--- src/rtl/peripheral_ahb3_pkg.sv ---
// peripheral_ahb3_pkg: AHB3-Lite encoding constants shared by the APB4-to-AHB3 bridge
// No ports; exports HTRANS/HSIZE/HBURST/HRESP/HPROT encodings.
package peripheral_ahb3_pkg;
    localparam logic [1:0] HTRANS_IDLE      = 2'b00;
    localparam logic [1:0] HTRANS_NONSEQ    = 2'b10;
    localparam logic [2:0] HSIZE_BYTE       = 3'b000;
    localparam logic [2:0] HSIZE_HWORD      = 3'b001;
    localparam logic [2:0] HSIZE_WORD       = 3'b010;
    localparam logic [2:0] HBURST_SINGLE    = 3'b000;
    localparam logic       HRESP_ERROR      = 1'b1;
    localparam logic [3:0] HPROT_OPCODE     = 4'b0000;
    localparam logic [3:0] HPROT_DATA       = 4'b0001;
    localparam logic [3:0] HPROT_PRIVILEGED = 4'b0010;
endpackage

--- src/rtl/peripheral_apb42ahb3_master_if.sv ---
// peripheral_apb42ahb3_master_if: APB4 completer side and AHB3-Lite manager side of the bridge
// Modports: slave = the bridge (APB in, AHB address/data out); master = APB requester plus AHB responder.
interface peripheral_apb42ahb3_master_if #(
    parameter int HADDR_SIZE = 32,
    parameter int PADDR_SIZE = 16
);
    logic                  PSEL;
    logic                  PENABLE;
    logic [PADDR_SIZE-1:0] PADDR;
    logic                  PWRITE;
    logic [31:0]           PWDATA;
    logic [3:0]            PSTRB;
    logic [2:0]            PPROT;
    logic [31:0]           PRDATA;
    logic                  PREADY;
    logic                  PSLVERR;
    logic [HADDR_SIZE-1:0] HADDR;
    logic [31:0]           HWDATA;
    logic [31:0]           HRDATA;
    logic                  HWRITE;
    logic [2:0]            HSIZE;
    logic [2:0]            HBURST;
    logic [3:0]            HPROT;
    logic [1:0]            HTRANS;
    logic                  HMASTLOCK;
    logic                  HREADY;
    logic                  HRESP;
    modport slave (
        input  PSEL, PENABLE, PADDR, PWRITE, PWDATA, PSTRB, PPROT, HRDATA, HREADY, HRESP,
        output PRDATA, PREADY, PSLVERR, HADDR, HWDATA, HWRITE, HSIZE, HBURST, HPROT, HTRANS, HMASTLOCK
    );
    modport master (
        output PSEL, PENABLE, PADDR, PWRITE, PWDATA, PSTRB, PPROT, HRDATA, HREADY, HRESP,
        input  PRDATA, PREADY, PSLVERR, HADDR, HWDATA, HWRITE, HSIZE, HBURST, HPROT, HTRANS, HMASTLOCK
    );
endinterface

--- src/rtl/peripheral_apb42ahb3_master_strb_decode.sv ---
// peripheral_apb4_strb_decode: maps an APB write strobe to AHB transfer size and byte lane
// Ports: i_write, i_strb in; o_hsize, o_offset (byte offset in word), o_illegal out.
module peripheral_apb4_strb_decode
    import peripheral_ahb3_pkg::*;
(
    input  logic       i_write,
    input  logic [3:0] i_strb,
    output logic [2:0] o_hsize,
    output logic [1:0] o_offset,
    output logic       o_illegal
);
    // Reads and empty-strobe writes decode as an aligned word; the top skips the bus for the latter.
    always_comb begin
        o_hsize   = HSIZE_WORD;
        o_offset  = 2'd0;
        o_illegal = 1'b0;
        if (i_write) begin
            case (i_strb)
                4'b0000, 4'b1111: o_hsize = HSIZE_WORD;
                4'b0011: o_hsize = HSIZE_HWORD;
                4'b1100: begin o_hsize = HSIZE_HWORD; o_offset = 2'd2; end
                4'b0001: o_hsize = HSIZE_BYTE;
                4'b0010: begin o_hsize = HSIZE_BYTE; o_offset = 2'd1; end
                4'b0100: begin o_hsize = HSIZE_BYTE; o_offset = 2'd2; end
                4'b1000: begin o_hsize = HSIZE_BYTE; o_offset = 2'd3; end
                default: o_illegal = 1'b1;
            endcase
        end
    end
endmodule

--- src/rtl/peripheral_apb42ahb3_master.sv ---
// peripheral_apb42ahb3_master: APB4 completer bridging each APB transfer to one AHB3-Lite single transfer
// Ports: HCLK clock, HRESET sync active-high reset, bus (slave modport: APB in/out, AHB out/in).
module peripheral_apb42ahb3_master
    import peripheral_ahb3_pkg::*;
#(
    parameter int                    HADDR_SIZE = 32,
    parameter int                    PADDR_SIZE = 16,
    parameter logic [HADDR_SIZE-1:0] HADDR_BASE = '0
) (
    input logic                          HCLK,
    input logic                          HRESET,
    peripheral_apb42ahb3_master_if.slave bus
);
    typedef enum logic [1:0] {IDLE, ADDR, DATA, RESP} state_t;
    state_t                r_state;
    logic [1:0]            r_htrans;
    logic [HADDR_SIZE-1:0] r_haddr;
    logic [31:0]           r_hwdata;
    logic                  r_hwrite;
    logic [2:0]            r_hsize;
    logic [3:0]            r_hprot;
    logic                  r_pready;
    logic                  r_pslverr;
    logic [31:0]           r_prdata;
    logic [2:0]            w_hsize;
    logic [1:0]            w_offset;
    logic                  w_illegal;
    logic                  w_start;
    logic                  w_skip;
    logic                  w_herr;
    logic [HADDR_SIZE-1:0] w_haddr;
    logic [3:0]            w_hprot;
    peripheral_apb4_strb_decode u_decode (
        .i_write   (bus.PWRITE),
        .i_strb    (bus.PSTRB),
        .o_hsize   (w_hsize),
        .o_offset  (w_offset),
        .o_illegal (w_illegal)
    );
    assign w_start = bus.PSEL & ~bus.PENABLE;
    assign w_skip  = bus.PWRITE & (bus.PSTRB == 4'b0000);
    assign w_herr  = bus.HRESP == HRESP_ERROR;
    // Lane offset replaces the two low PADDR bits; the sum wraps at the AHB address width.
    assign w_haddr = HADDR_BASE + HADDR_SIZE'({bus.PADDR[PADDR_SIZE-1:2], w_offset});
    assign w_hprot = (bus.PPROT[0] ? HPROT_PRIVILEGED : HPROT_OPCODE) | (bus.PPROT[2] ? HPROT_OPCODE : HPROT_DATA);
    always_ff @(posedge HCLK) begin
        if (HRESET) begin
            r_state   <= IDLE;
            r_htrans  <= HTRANS_IDLE;
            r_haddr   <= '0;
            r_hwdata  <= '0;
            r_hwrite  <= 1'b0;
            r_hsize   <= HSIZE_BYTE;
            r_hprot   <= '0;
            r_pready  <= 1'b0;
            r_pslverr <= 1'b0;
            r_prdata  <= '0;
        end else begin
            case (r_state)
                IDLE: if (w_start) begin
                    if (w_illegal || w_skip) begin
                        r_state   <= RESP;
                        r_pready  <= 1'b1;
                        r_pslverr <= w_illegal;
                        r_prdata  <= '0;
                    end else begin
                        r_state  <= ADDR;
                        r_htrans <= HTRANS_NONSEQ;
                        r_haddr  <= w_haddr;
                        r_hwrite <= bus.PWRITE;
                        r_hsize  <= w_hsize;
                        r_hprot  <= w_hprot;
                        // Loaded early; HWDATA only matters in the data phase that follows.
                        r_hwdata <= bus.PWDATA;
                    end
                end
                ADDR: if (bus.HREADY) begin
                    r_state  <= DATA;
                    r_htrans <= HTRANS_IDLE;
                end
                DATA: if (bus.HREADY) begin
                    r_state   <= RESP;
                    r_pready  <= 1'b1;
                    r_pslverr <= w_herr;
                    r_prdata  <= (r_hwrite || w_herr) ? 32'd0 : bus.HRDATA;
                end
                default: begin
                    r_state   <= IDLE;
                    r_pready  <= 1'b0;
                    r_pslverr <= 1'b0;
                    r_prdata  <= '0;
                end
            endcase
        end
    end
    assign bus.HTRANS    = r_htrans;
    assign bus.HADDR     = r_haddr;
    assign bus.HWDATA    = r_hwdata;
    assign bus.HWRITE    = r_hwrite;
    assign bus.HSIZE     = r_hsize;
    assign bus.HPROT     = r_hprot;
    assign bus.HBURST    = HBURST_SINGLE;
    assign bus.HMASTLOCK = 1'b0;
    assign bus.PREADY    = r_pready;
    assign bus.PSLVERR   = r_pslverr;
    assign bus.PRDATA    = r_prdata;
endmodule

--- src/flat_wrapper.sv ---
// flat-port wrapper written by rule: the top's interface ports become plain ports
module peripheral_apb42ahb3_master_flat import peripheral_ahb3_pkg::*;
#(
    parameter int                    HADDR_SIZE = 32,
    parameter int                    PADDR_SIZE = 16,
    parameter logic [HADDR_SIZE-1:0] HADDR_BASE = '0
)
  (HCLK, HRESET, bus_PSEL, bus_PENABLE, bus_PADDR, bus_PWRITE, bus_PWDATA, bus_PSTRB, bus_PPROT, bus_HRDATA, bus_HREADY, bus_HRESP, bus_PRDATA, bus_PREADY, bus_PSLVERR, bus_HADDR, bus_HWDATA, bus_HWRITE, bus_HSIZE, bus_HBURST, bus_HPROT, bus_HTRANS, bus_HMASTLOCK);
  peripheral_apb42ahb3_master_if #(.HADDR_SIZE(HADDR_SIZE), .PADDR_SIZE(PADDR_SIZE)) bus_i ();
  input logic HCLK;
  input logic HRESET;
  input wire logic [$bits(bus_i.PSEL)-1:0] bus_PSEL;
  input wire logic [$bits(bus_i.PENABLE)-1:0] bus_PENABLE;
  input wire logic [$bits(bus_i.PADDR)-1:0] bus_PADDR;
  input wire logic [$bits(bus_i.PWRITE)-1:0] bus_PWRITE;
  input wire logic [$bits(bus_i.PWDATA)-1:0] bus_PWDATA;
  input wire logic [$bits(bus_i.PSTRB)-1:0] bus_PSTRB;
  input wire logic [$bits(bus_i.PPROT)-1:0] bus_PPROT;
  input wire logic [$bits(bus_i.HRDATA)-1:0] bus_HRDATA;
  input wire logic [$bits(bus_i.HREADY)-1:0] bus_HREADY;
  input wire logic [$bits(bus_i.HRESP)-1:0] bus_HRESP;
  output wire logic [$bits(bus_i.PRDATA)-1:0] bus_PRDATA;
  output wire logic [$bits(bus_i.PREADY)-1:0] bus_PREADY;
  output wire logic [$bits(bus_i.PSLVERR)-1:0] bus_PSLVERR;
  output wire logic [$bits(bus_i.HADDR)-1:0] bus_HADDR;
  output wire logic [$bits(bus_i.HWDATA)-1:0] bus_HWDATA;
  output wire logic [$bits(bus_i.HWRITE)-1:0] bus_HWRITE;
  output wire logic [$bits(bus_i.HSIZE)-1:0] bus_HSIZE;
  output wire logic [$bits(bus_i.HBURST)-1:0] bus_HBURST;
  output wire logic [$bits(bus_i.HPROT)-1:0] bus_HPROT;
  output wire logic [$bits(bus_i.HTRANS)-1:0] bus_HTRANS;
  output wire logic [$bits(bus_i.HMASTLOCK)-1:0] bus_HMASTLOCK;
  assign bus_i.PSEL = bus_PSEL;
  assign bus_i.PENABLE = bus_PENABLE;
  assign bus_i.PADDR = bus_PADDR;
  assign bus_i.PWRITE = bus_PWRITE;
  assign bus_i.PWDATA = bus_PWDATA;
  assign bus_i.PSTRB = bus_PSTRB;
  assign bus_i.PPROT = bus_PPROT;
  assign bus_i.HRDATA = bus_HRDATA;
  assign bus_i.HREADY = bus_HREADY;
  assign bus_i.HRESP = bus_HRESP;
  assign bus_PRDATA = bus_i.PRDATA;
  assign bus_PREADY = bus_i.PREADY;
  assign bus_PSLVERR = bus_i.PSLVERR;
  assign bus_HADDR = bus_i.HADDR;
  assign bus_HWDATA = bus_i.HWDATA;
  assign bus_HWRITE = bus_i.HWRITE;
  assign bus_HSIZE = bus_i.HSIZE;
  assign bus_HBURST = bus_i.HBURST;
  assign bus_HPROT = bus_i.HPROT;
  assign bus_HTRANS = bus_i.HTRANS;
  assign bus_HMASTLOCK = bus_i.HMASTLOCK;
  peripheral_apb42ahb3_master #(.HADDR_SIZE(HADDR_SIZE), .PADDR_SIZE(PADDR_SIZE), .HADDR_BASE(HADDR_BASE)) u_core (.HCLK(HCLK), .HRESET(HRESET), .bus(bus_i));
endmodule
--- config.mk ---
export PLATFORM = sky130hd
export DESIGN_NAME = peripheral_apb42ahb3_master_flat
export DESIGN_NICKNAME = d
export VERILOG_FILES = /design/src/rtl/peripheral_ahb3_pkg.sv /design/src/rtl/peripheral_apb42ahb3_master_if.sv /design/src/rtl/peripheral_apb42ahb3_master_strb_decode.sv /design/src/rtl/peripheral_apb42ahb3_master.sv /design/src/flat_wrapper.sv
export SDC_FILE = /design/constraint.sdc
export NUM_CORES = 1
export LEC_CHECK = 0
export CORE_MARGIN = 10
export CORE_UTILIZATION = 37
export DETAILED_ROUTE_END_ITERATION = 12
export PLACE_DENSITY_LB_ADDON = 0.05
export RECOVER_POWER = 100
export SLEW_MARGIN = 10
export SYNTH_ARGS = -nofsm -noshare
export SYNTH_HDL_FRONTEND = slang
export SYNTH_SLANG_ARGS = --single-unit
--- constraint.sdc ---
create_clock -name HCLK -period 1.6 [get_ports HCLK]
set_input_delay 0.24 -clock HCLK [delete_from_list [all_inputs] [get_ports HCLK]]
set_output_delay 0.24 -clock HCLK [all_outputs]
set_load 0.01 [all_outputs]
**Word level (Yosys, flattened, before mapping)**

Index checks and enable logic that the tools add are counted.

- Register bits after elaboration: 94
- Output and inout bits: 112
- Logic and storage cells: 73

- Equality and inequality tests: 14
- Multiplexer cells: 30
- Bitwise operators: 6
- Reductions and logical operators: 13

Operators by type and width:

| cell | count |
|---|---|
| 2-to-1 mux 32 bit | 4 |
| one-hot mux 32 bit (3 select lines) | 1 |
| 2-to-1 mux 2 bit | 10 |
| == test 4 bit (second input constant) | 3 |
| one-hot mux 2 bit (3 select lines) | 2 |
| 2-to-1 mux 1 bit | 9 |
| == test 4 x 2 -> 1 bit (second input constant) | 2 |
| one-hot mux 2 bit (2 select lines) | 2 |
| AND reduction 4 bit | 2 |
| OR reduction 8 bit | 1 |
| inequality test 2 bit (second input constant) | 3 |
| one-hot mux 1 bit (3 select lines) | 2 |
| AND reduction 3 bit | 2 |
| == test 4 x 1 -> 1 bit (second input constant) | 1 |
| == test 4 x 3 -> 1 bit (second input constant) | 1 |
| zero test 4 bit | 1 |
| inequality test 2 x 1 -> 1 bit (second input constant) | 2 |
| OR 4 bit | 1 |
| OR reduction 2 bit | 2 |
| OR reduction 4 bit | 1 |
| NOT 1 bit | 3 |
| bitwise AND 1 bit | 2 |
| == test 2 x 1 -> 1 bit (second input constant) | 1 |
| == test 2 bit (second input constant) | 1 |
| other kinds (3) | 4 |

**Longest topological paths before layout**

Gate-level depths: netlist of run 1.

- Word-level depth: 8
- Mapped depth: 8
- Mapped depth without buffers: 6

**Modules after synthesis**

Synthesis of run 1 repeated with hierarchy kept, for this count alone.

- Cell total of the unflattened synthesis: 462
- Area, all modules: 3971.3 um2

By module, submodules not included:

| module | instances | cells an instance | area each (um2) | sequential area each (um2) |
|---|---|---|---|---|
| peripheral_apb42ahb3_master | 1 | 445 | 3872.5 | 1821.7 |
| peripheral_apb4_strb_decode | 1 | 17 | 98.8 | 0.0 |

**Worst setup path after synthesis of run 1**

No wires, ideal clock.

- Path type: reg-to-reg
- From: register u_core.r_state[0]
- To: register u_core.r_prdata[0] (netlist: u_core.bus.PRDATA[0])
- Arrival time: 1.621 ns
- Data required time: 1.482 ns
- Setup slack: -0.139 ns
- Cell stages (with the launch flop): 9
- Path buffers: 2
- Clock period less this slack: 1.739 ns
- Cell sequence: dfxtp_1 > inv_1 > ha_1 > clkbuf_1 > or2_2 > nor2_1 > a31oi_4 > buf_12 > mux2i_1

- Longest elaborated chain between the ends: 3
- Elaborated cells between the ends (all ways): 9
- Those cells by class: eq/ne (5); mux (1); bitwise (1); reduce/logical (2)

Ends and longest elaborated chain:

| item | line | source |
|---|---|---|
| from (decl) | peripheral_apb42ahb3_master.sv:15 | `state_t r_state;` |
| from (signal assigned) | peripheral_apb42ahb3_master.sv:48 | `r_state <= IDLE;` |
| from (signal assigned) | peripheral_apb42ahb3_master.sv:62 | `r_state <= RESP;` |
| from (signal assigned) | peripheral_apb42ahb3_master.sv:67 | `r_state <= ADDR;` |
| == test 2 bit, or another cell as far along | peripheral_apb42ahb3_master.sv:59 | `case (r_state)` |
| inequality test 2 bit (no line), or another cell as far along | n/a |  |
| AND reduction 4 bit (no line) | n/a |  |
| to (signal assigned) | peripheral_apb42ahb3_master.sv:85 | `r_prdata <= (r_hwrite \|\| w_herr) ? 32'd0 : bus.HRDATA;` |
| to (decl) | peripheral_apb42ahb3_master.sv:24 | `logic [31:0] r_prdata;` |

Parallel ways exist; a longest one is shown, timed or not.
A chain may end at the register's enable or synchronous reset.

**Worst setup path after layout of run 1**

- From: register u_core.r_state[0]
- To: register u_core.r_prdata[6] (netlist: u_core.bus.PRDATA[6])

Same word-level chain as after synthesis.

==> metrics.yaml, run 1 <==
outcome:
  status: "complete, but fails checks"
  failed_checks: "setup timing"
sta:
  rsz0062_at_grt: "yes"
  finalHoldViolCount: 0
  max_freq_mhz: 582.2
  final.setup_skew_ns: 0.01254
  layout_setup_ws_ns: -0.1176
  tns_ns: -4.890
  period_needed_ns: 1.718
  setup_viol: 72
  period_share: 1.074
  drv_slew: 0
setup_path:
  crit_required_ns: 1.85
  cp_top_family: "buffers and inverters"
  setup.worst_path.start: "u_core.r_state[0]"
  endpoint_kind: "flip-flop"
  worst_path_max_delay_cell: "dfxtp_2"
  worstPathArrival_ns: 1.97
  crit_chain: "inv_4 > ha_1 > or2_4 > nor2_4 > a31oi_4 > buf_6 > buf_12 > buf_16 > mux2i_1"
  start_kind: "flip-flop"
  path_buf_inv: 4
  path_class: "reg2reg"
  critPathMaxStageDelay_ns: 0.38
  rr_startpoint: "u_core.r_state[0]"
  path_max_fanout: 8
place:
  place_area_um2: 6158
  dpl.hpwl_um: 9368
  gp_congestion: 0.8662
  io_buffer_count: 178
job:
  drv_cap: 0
pwr:
  power_density_nw_per_um2: 1193
  power_leakage_nw: 2.702
  ir_drop_mv: 0.6659
synthesis:
  ys.flop_type: "dfxtp_1"
  yosys_register_bits: 90
  async_reset_ff_frac: 0
  syn_area_um2: 4130
  synth_cells: 466
  synth_warnings: 0
  ys_types: 45
  postSynthAreaPerCell_um2: 8.863
  synth-edff-count: 0
  synth-seq-area-share: 0.4362
hold_path:
  hold_path_class: "in2reg"
  hold_start: "bus_PADDR[3]"
cells_and_area:
  fin_nets: 774
  nFillCells: 975
  syn2layout_area_growth_pct: 63.16
  final_util: 0.6189
  final_area_um2: 6739
  drive_gt1_frac: 0.1380
  n_antenna_cell: 0
route:
  num_vias: 3771
  wl_per_cell_um: 16.25
  drtAntennaViolNets: 0
  wl_um: 13340
  via_per_inst: 4.593
  drc: 0
  dr.pass1.iters: 4
  drt_iter0_drc: 151
clocking:
  cts_hold_buf: 0
  clockRootBuffer: "clkbuf_8"
  clock_sinks: 90
  cts_buffers: 9
  cts_tree: "yes"
  clkLatencyLatePin_ns: 0.36
  cts_buffer_depth: 2
  path_clk_slew_ns: 0.10
  cts_max_level: 3
floorplan:
  core.rowCount: 38
  ios: 206
  initial_core_util: 0.3793
  core_um2: 10890
  die_width_um: 125.7
  die_h_um: 125.7
  dieArea_um2: 15790
global_routing:
  antenna_found_initial: 0
  grt_pass1_wl_um: 20360
  grt_max_degree: 59
  gr-total-overflow: 0
  grt_usage: 0.1549
  grt_pass1_vias: 3745
registers in the layout, indices dropped and copies added (netlist names):
name and count:
u_core.bus.HWDATA 32, u_core.bus.HSIZE 2, u_core.bus.PRDATA 32, u_core.bus.HWRITE 1
u_core.bus.PREADY 1, u_core.bus.PSLVERR 1, u_core.bus.HPROT 2, u_core.r_state 2
u_core.bus.HADDR 16, u_core.bus.HTRANS 1
cells in the final DEF (no fill, tap or decap), drive strengths merged, types with 4 or more instances in the layout:
cell type	instances
mux2i	81
dfxtp	90
buf	49
clkinv	4
ha	4
dlygate4sd3	4
inv	8
conb	24
or2	4
o21ai	4
a21oi	6
nor2	7
clkdlybuf4s50	168
dlygate4sd2	5
a31oi	4
clkbuf	14
nand2	164
path summary, 6_finish.rpt:
check	to	slack (ns)	cells past startpoint
hold reg to reg	u_core.bus.PRDATA[25]	0.46	2
setup / recovery	u_core.bus.PRDATA[6]	-0.12	9
hold / removal	u_core.bus.HADDR[3]	0.43	3
setup reg to reg	u_core.bus.PRDATA[6]	-0.12	9
what timing repair did:
item / CTS / global route
endpoints found under the hold margin: 0 / 0
setup endpoints to repair: 88 / 90
pin swaps: 3 / 2
gates resized for setup: 27 / 9
cloned: 4 / 5
buffers inserted: 7 / 2
layer usage:
metal	vias to the layer above	GRT usage	wire length, um
met1	1705	0.1797	5467
met3	11	0.08389	1651
met4	0	0.04065	144
li1	1907	-	-
met2	148	0.2434	6080
met5	-	0	0
logic make-up (layout without fill, tap and decap cells):
group	after synthesis	in the layout	share of synthesized area
xor gates and xnor gates	2	2	0.004242
DFF	90	90	0.4362
and+or+nand+nor	195	195	0.1933
buffers and inverters	63	255	0.09815
AOI/OAI and AO/OA	30	30	0.05877
muxes	81	81	0.1963
adders and majority gates	4	4	0.01212
other	1	24	0.0009079
cells in the mapped netlist, types with 4 or more instances:
cell type	number	share of area
nor2_1	7	0.0064
ha_1	4	0.012
inv_1	7	0.0064
mux2i_1	81	0.20
a21oi_1	5	0.0061
o21ai_0	4	0.0048
buf_4	29	0.053
nand2_1	164	0.15
clkbuf_1	19	0.017
dfxtp_1	90	0.44
stage by stage:
stage / total power (W) / setup WS (ns) / hold slack (ns) / std cells
2_1_floorplan: 0.004417 / -0.07661 / 0.3788 / 489
5_1_grt: 0.008442 / -0.1938 / 0.4123 / 821
3_3_place_gp: 0.005277 / -0.5452 / 0.4416 / 787
4_1_cts: 0.007847 / -0.1110 / 0.4110 / 814
3_5_place_dp: 0.005299 / -0.6062 / 0.4473 / 787
6_report: 0.008042 / -0.1176 / 0.4272 / 821
power by group:
| group | leakage (nW) | switching (W) | internal, W |
|---|---|---|---|
| Clock | 0.0818 | 0.000848 | 0.000572 |
| Combinational | 1.89 | 0.00167 | 0.00239 |
| Sequential | 0.730 | 0.000115 | 0.00245 |
worst reg2reg max path: cells and delay by family, from the launching register on:
kind / cells / cell delay (ns)
adders and majority gates: 1 / 0.22
DFF: 1 / 0.38
buffers and inverters: 4 / 0.50
muxes: 1 / 0.11
and+or+nand+nor: 2 / 0.37
AOI/OAI and AO/OA: 1 / 0.06
layout make-up:
cell class	count	area, um2	share of cell area
well taps	140	175.2	0.02599
clock buffers	9	123.9	0.01838
inverters	8	33.78	0.005013
flip-flops and latches	90	1804	0.2677
clock inverters	7	53.80	0.007984
repair buffers	231	2447	0.3632
multi-input cells	336	2101	0.3117
Power figures use the tool's default switching activity.
==> inputs of run 2 (changes only) <==
Settings changed: CTS_CLUSTER_SIZE set to 16, MAX_ROUTING_LAYER set to met4.
==> run 2 against run 1 <==
Net effect: the flow still finishes with violations (setup timing); non-clock buffer count rose by 7; clock skew shrank 0.0027 ns; critical path depth did not move; core utilization is 1.3 points higher; total power increased by 2.0%; global-route usage rose by 0.43 points; largest cell class unchanged; largest power group unchanged.
==> metrics.yaml, run 2 (synthesized netlist as in run 1, its figures left out) <==
outcome:
  status: "complete, but fails checks"  # unchanged
  failed_checks: "setup timing"  # unchanged
sta:
  period_needed_ns: 1.729  # was 1.718 ns
  layout_setup_ws_ns: -0.1290  # was -0.1176 ns
  max_freq_mhz: 578.4  # was 582.2 MHz
  rsz0062_at_grt: "yes"  # unchanged
  period_share: 1.081  # was 1.074
  drv_slew: 0  # unchanged
  hold_slack_ns: 0.4272  # about the same
  final.setup_skew_ns: 0.009849  # was 0.01254 ns
  setup_viol: 81  # was 72
  finalHoldViolCount: 0  # unchanged
floorplan:
  core_um2: 10890  # unchanged
  initial_core_util: 0.3793  # unchanged
  die_width_um: 125.7  # unchanged
  dieArea_um2: 15790  # unchanged
  ios: 206  # unchanged
  core.rowCount: 38  # unchanged
  die_h_um: 125.7  # unchanged
clocking:
  cts_tree: "yes"  # unchanged
  clockRootBuffer: "clkbuf_8"  # unchanged
  path_clk_slew_ns: 0.09  # was 0.10 ns
  clock_sinks: 90  # unchanged
  cts_hold_buf: 0  # unchanged
  cts_buffer_depth: 2  # unchanged
  cts_max_level: 3  # unchanged
  clkLatencyLatePin_ns: 0.36  # about the same
  cts_buffers: 9  # unchanged
setup_path:
  worstPathArrival_ns: 1.98  # was 1.97 ns
  start_kind: "flip-flop"  # unchanged
  path_class: "reg2reg"  # unchanged
  path_max_fanout: 8  # unchanged
  crit_required_ns: 1.85  # about the same
  endpoint_kind: "flip-flop"  # unchanged
hold_path:
  hold_path_class: "in2reg"  # unchanged
route:
  wl_per_cell_um: 16.82  # was 16.25 um
  num_vias: 3827  # was 3771
  via_per_inst: 4.622  # was 4.593
  drc: 0  # unchanged
  dr.pass1.iters: 4  # unchanged
  drt_iter0_drc: 150  # was 151
  wl_um: 13920  # was 13340 um
  drtAntennaViolNets: 0  # unchanged
pwr:
  ir_drop_mv: 0.7234  # was 0.6659 mV
  p_seq_frac: 0.314  # was 0.319
  swShare: 0.3278  # was 0.3272
  power_density_nw_per_um2: 1193  # about the same
  internal_power_w: 0.005511  # was 0.005411 W
  clockPowerShare: 0.174  # was 0.177
  power.switching_w: 0.002688  # was 0.002631 W
  pwr-share-comb: 0.512  # was 0.504
  power_leakage_nw: 2.761  # was 2.702 nW
global_routing:
  gr-total-overflow: 0  # unchanged
  use_met2: 0.2437  # was 0.2434
  grt_max_degree: 59  # unchanged
  grt_pass1_vias: 3769  # was 3745
  grt.busiest_layer: "met2"  # unchanged
  antenna_found_initial: 0  # unchanged
  use_met1: 0.1877  # was 0.1797
  met3_usage: 0.06921  # was 0.08389
  grt_pass1_wl_um: 20260  # was 20360 um
  grt_usage: 0.1592  # was 0.1549
cells_and_area:
  fin_cells: 828  # was 821
  n_antenna_cell: 0  # unchanged
  fin_nets: 781  # was 774
  drive_gt1_frac: 0.1453  # was 0.1380
  final_cell_mix: "clkdlybuf4s50_1 (168), nand2_1 (164), dfxtp_1 (88)"  # unchanged
  syn2layout_area_growth_pct: 66.46  # was 63.16%
  final_common_cell: "clkdlybuf4s50_1"  # unchanged
job:
  drv_cap: 0  # unchanged
place:
  io_buffer_count: 178  # unchanged
  gp_congestion: 0.8803  # was 0.8662
  dpl.hpwl_um: 9368  # unchanged
  dp_cells: 787  # unchanged
## run 2: worst paths after layout
| kind | depth (start not counted) | slack (ns) | to | start |
|---|---|---|---|---|
| worst max-delay path | 9 | -0.13 | u_core.bus.PRDATA[6] | u_core.r_state[0] |
| worst min-delay path | 3 | 0.43 | u_core.bus.PRDATA[25] | bus_HRDATA[25] |
| worst max register to register | 9 | -0.13 | u_core.bus.PRDATA[6] | u_core.r_state[0] |
| worst min register to register | 2 | 0.46 | u_core.bus.PRDATA[25] | u_core.bus.PRDATA[25] |
## run 2: repair_timing
item | CTS | global route
setup endpoints to repair | 88 | 90
pin swaps | 3 | 2
setup buffers | 7 | 4
gates resized for setup | 27 | 10
gates cloned | 4 | 10
## run 2: layout make-up
| class | count | area, um2 |
|---|---|---|
| fill | 955 | 4013 |
| timing repair buffer | 238 | 2569 |
| multi-input combinational | 336 | 2113 |
| sequential | 90 | 1807 |
| tap | 140 | 175.2 |
| clock buffer | 9 | 123.9 |
| clock inverter | 7 | 53.80 |
| inverter | 8 | 33.78 |
## run 2: critical path, cell delays in order, from the launching register on
cell     delay [ns]
dfxtp_4        0.37
buf_4          0.14
ha_4           0.17
or2_4          0.24
nor2_4         0.10
a31oi_4        0.06
buf_6          0.17
buf_12         0.13
buf_16         0.14
mux2i_1        0.11
## run 2: power groups by stage
stage               sequential, W  combinational, W  clock (W)
finish                    0.00257           0.00420    0.00143
global route              0.00260           0.00444    0.00155
CTS                       0.00256           0.00380    0.00148
detailed placement        0.00260           0.00270          0
global placement          0.00259           0.00269          0
floorplan                 0.00268           0.00174          0
## run 2: per-stage QoR
step                worst slack (ns)  area (um2)  power (W)  setup TNS [ns]  utilization
detailed placement           -0.6062        6158   0.005299          -49.77       0.5656
finish                       -0.1290        6875   0.008199          -6.129       0.6315
global placement             -0.5452        6158   0.005277          -44.86       0.5656
CTS                          -0.1110        6585   0.007847          -5.627       0.6048
global route                 -0.2112        6875   0.008590          -13.62       0.6315
floorplan                   -0.07661        4235   0.004417          -2.318            -
## run 2: layer usage
layer,vias to the layer above,share of wire
li1,1924,-
met1,1742,0.42
met2,150,0.48
met3,11,0.095
met4,0,0.010
met5,-,0
==> inputs of run 3 (changes only) <==
Settings changed: CORE_UTILIZATION 37 to 40.
Clock period 1.6 ns to 1.95 ns, I/O delays scaled along.
==> run 3 against run 2 <==
Net effect: the flow now finishes without violations; design area fell by 8.6%; worst hold slack improved by 0.029 ns; global-route usage shrank 0.26 points; sequential power shrank 19%; clock-buffer cell count stayed put; critical path depth shrank 3; register-to-register slack improved by 0.30 ns; non-clock buffer count is 30 lower; clock skew increased by 0.00076 ns; combinational power decreased by 51%; clock power shrank 3%; sequential share of layout area rose by 2.4 points; highest routed layer unchanged.
==> metrics.yaml, run 3 (synthesized netlist as in run 1, its figures left out) <==
setup_path:
  endpoint_kind: "flip-flop"  # unchanged
  start_kind: "input pin"  # was flip-flop
  crit_chain: "clkdlybuf4s50_1 > or3b_4 > o211a_4 > a21oi_4 > buf_12 > mux2i_1"  # was buf_4 > ha_4 > or2_4 > nor2_4 > a31oi_4 > buf_6 > buf_12 > buf_16 > mux2i_1
  rr_startpoint: "u_core.r_state[1]"  # was u_core.r_state[0]
  setup.worst_path.start: "bus_PSTRB[0]"  # was u_core.r_state[0]
  worstPathArrival_ns: 2.06  # was 1.98 ns
  worst_path_max_delay_cell: "clkdlybuf4s50_1"  # was dfxtp_4
  path_class: "in2reg"  # was reg2reg
  critPathMaxStageDelay_ns: 0.48  # was 0.37 ns
  path_max_fanout: 30  # was 8
  crit_required_ns: 2.22  # was 1.85 ns
pwr:
  internal_power_w: 0.003766  # was 0.005511 W
  clockPowerShare: 0.252  # was 0.174
  p_seq_frac: 0.378  # was 0.314
  swShare: 0.3196  # was 0.3278
  ir_drop_mv: 0.6313  # was 0.7234 mV
  p_total_w: 0.005535  # was 0.008199 W
  power.switching_w: 0.001769  # was 0.002688 W
  power_leakage_nw: 2.774  # was 2.761 nW
  power_density_nw_per_um2: 880.5  # was 1193 nW/um2
  pwr-share-comb: 0.370  # was 0.512
cells_and_area:
  final_common_cell: "nand2_1"  # was clkdlybuf4s50_1
  syn2layout_area_growth_pct: 52.20  # was 66.46%
  final_cell_mix: "nand2_1 (164), clkdlybuf4s50_1 (90), dfxtp_1 (90)"  # was clkdlybuf4s50_1 (168), nand2_1 (164), dfxtp_1 (88)
  fin_nets: 751  # was 781
  drive_gt1_frac: 0.08067  # was 0.1453
  n_antenna_cell: 0  # unchanged
global_routing:
  grt_pass1_vias: 3688  # was 3769
  grt_pass1_wl_um: 18410  # was 20260 um
  grt_max_degree: 120  # was 59
  gr-total-overflow: 0  # unchanged
  grt_usage: 0.1566  # was 0.1592
  antenna_found_initial: 0  # unchanged
outcome:
  status: "finished clean"  # was complete, but fails checks
floorplan:
  initial_core_util: 0.4055  # was 0.3793
  dieArea_um2: 14790  # was 15790 um2
  die_width_um: 121.6  # was 125.7 um
  core_um2: 10180  # was 10890 um2
  ios: 206  # unchanged
  die_h_um: 121.6  # was 125.7 um
  core.rowCount: 37  # was 38
route:
  dr.pass1.iters: 4  # unchanged
  drtAntennaViolNets: 0  # unchanged
  wl_um: 11860  # was 13920 um
  via_per_inst: 4.609  # was 4.622
  drc: 0  # unchanged
  drt_iter0_drc: 195  # was 150
  wl_per_cell_um: 14.95  # was 16.82 um
  num_vias: 3655  # was 3827
clocking:
  path_clk_slew_ns: 0.09  # about the same
  cts_buffers: 9  # unchanged
  cts_tree: "yes"  # unchanged
  clock_sinks: 90  # unchanged
  cts_max_level: 3  # unchanged
  clkLatencyLatePin_ns: 0.34  # was 0.36 ns
  cts_buffer_depth: 2  # unchanged
  clockRootBuffer: "clkbuf_8"  # unchanged
hold_path:
  hold_path_class: "reg2reg"  # was in2reg
  hold_start: "u_core.bus.HWDATA[9]"  # was bus_HRDATA[25]
sta:
  final.setup_skew_ns: 0.01061  # was 0.009849 ns
  max_freq_mhz: 558.3
  drv_slew: 0  # unchanged
  period_share: 0.9185
  rsz0062_at_grt: "no"  # was yes
  finalHoldViolCount: 0  # unchanged
  hold_slack_ns: 0.4566  # was 0.4272 ns
  period_needed_ns: 1.791
  setup_viol: 0  # was 81
  layout_setup_ws_ns: 0.1589  # was -0.1290 ns
place:
  dpl.hpwl_um: 9074  # was 9368 um
  gp_congestion: 0.9687  # was 0.8803
  io_buffer_count: 178  # unchanged
  dp_slack_ns: -0.2843  # was -0.6062 ns
job:
  drv_cap: 0  # unchanged
==> run 3: routing by layer <==
metal	share of wire	vias up	track usage
met5	0	-	-
met4	0.014	0	0.04322
met3	0.092	13	0.05550
met2	0.44	147	0.2327
met1	0.46	1636	0.1968
li1	-	1859	-
==> run 3: area by class of cell <==
class / instances / area, um2
timing repair buffer: 208 / 2041
sequential: 90 / 1802
fill: 907 / 3899
multi-input combinational: 336 / 2028
inverter: 8 / 31.28
tap: 136 / 170.2
clock inverter: 6 / 90.09
clock buffer: 9 / 123.9
==> run 3: per-stage QoR <==
step	TNS (ns)	util	instance area (um2)	instances
after CTS	0	0.6183	6297	793
after global routing	0	0.6172	6286	793
after detailed placement	-16.70	0.5973	6083	778
after floorplan	0	-	4217	489
final	0	0.6172	6286	793
after global placement	-14.83	0.5973	6083	778
==> run 3: final timing paths <==
| kind | slack [ns] | endpoint | cells past startpoint |
|---|---|---|---|
| max | 0.16 | u_core.bus.HWDATA[21] | 6 |
| min | 0.46 | u_core.bus.HWDATA[9] | 2 |
| max reg2reg | 0.17 | u_core.bus.PSLVERR | 7 |
| min reg2reg | 0.46 | u_core.bus.HWDATA[9] | 2 |
==> run 3: timing repair <==
action | 4_1_cts | 5_1_grt
hold buffers | 0 | 0
endpoints found under the setup margin | 0 | 45
resized for setup | 0 | 1
setup buffers | 0 | 0
==> run 3: power by group through the flow <==
stage | sequential (W) | combinational [W] | clock [W]
floorplan | 0.00220 | 0.00141 | 0
global placement | 0.00213 | 0.00214 | 0
detailed placement | 0.00214 | 0.00216 | 0
CTS | 0.00210 | 0.00216 | 0.00143
global route | 0.00211 | 0.00222 | 0.00151
finish | 0.00209 | 0.00205 | 0.00139
==> run 3: worst max-delay path: cells and delay by family <==
kind,cells,cell delay (ns)
multiplexers,1,0.23
AND/OR/NAND/NOR,1,0.41
buffers and inverters,2,0.74
AO/OA/AOI/OAI,2,0.38
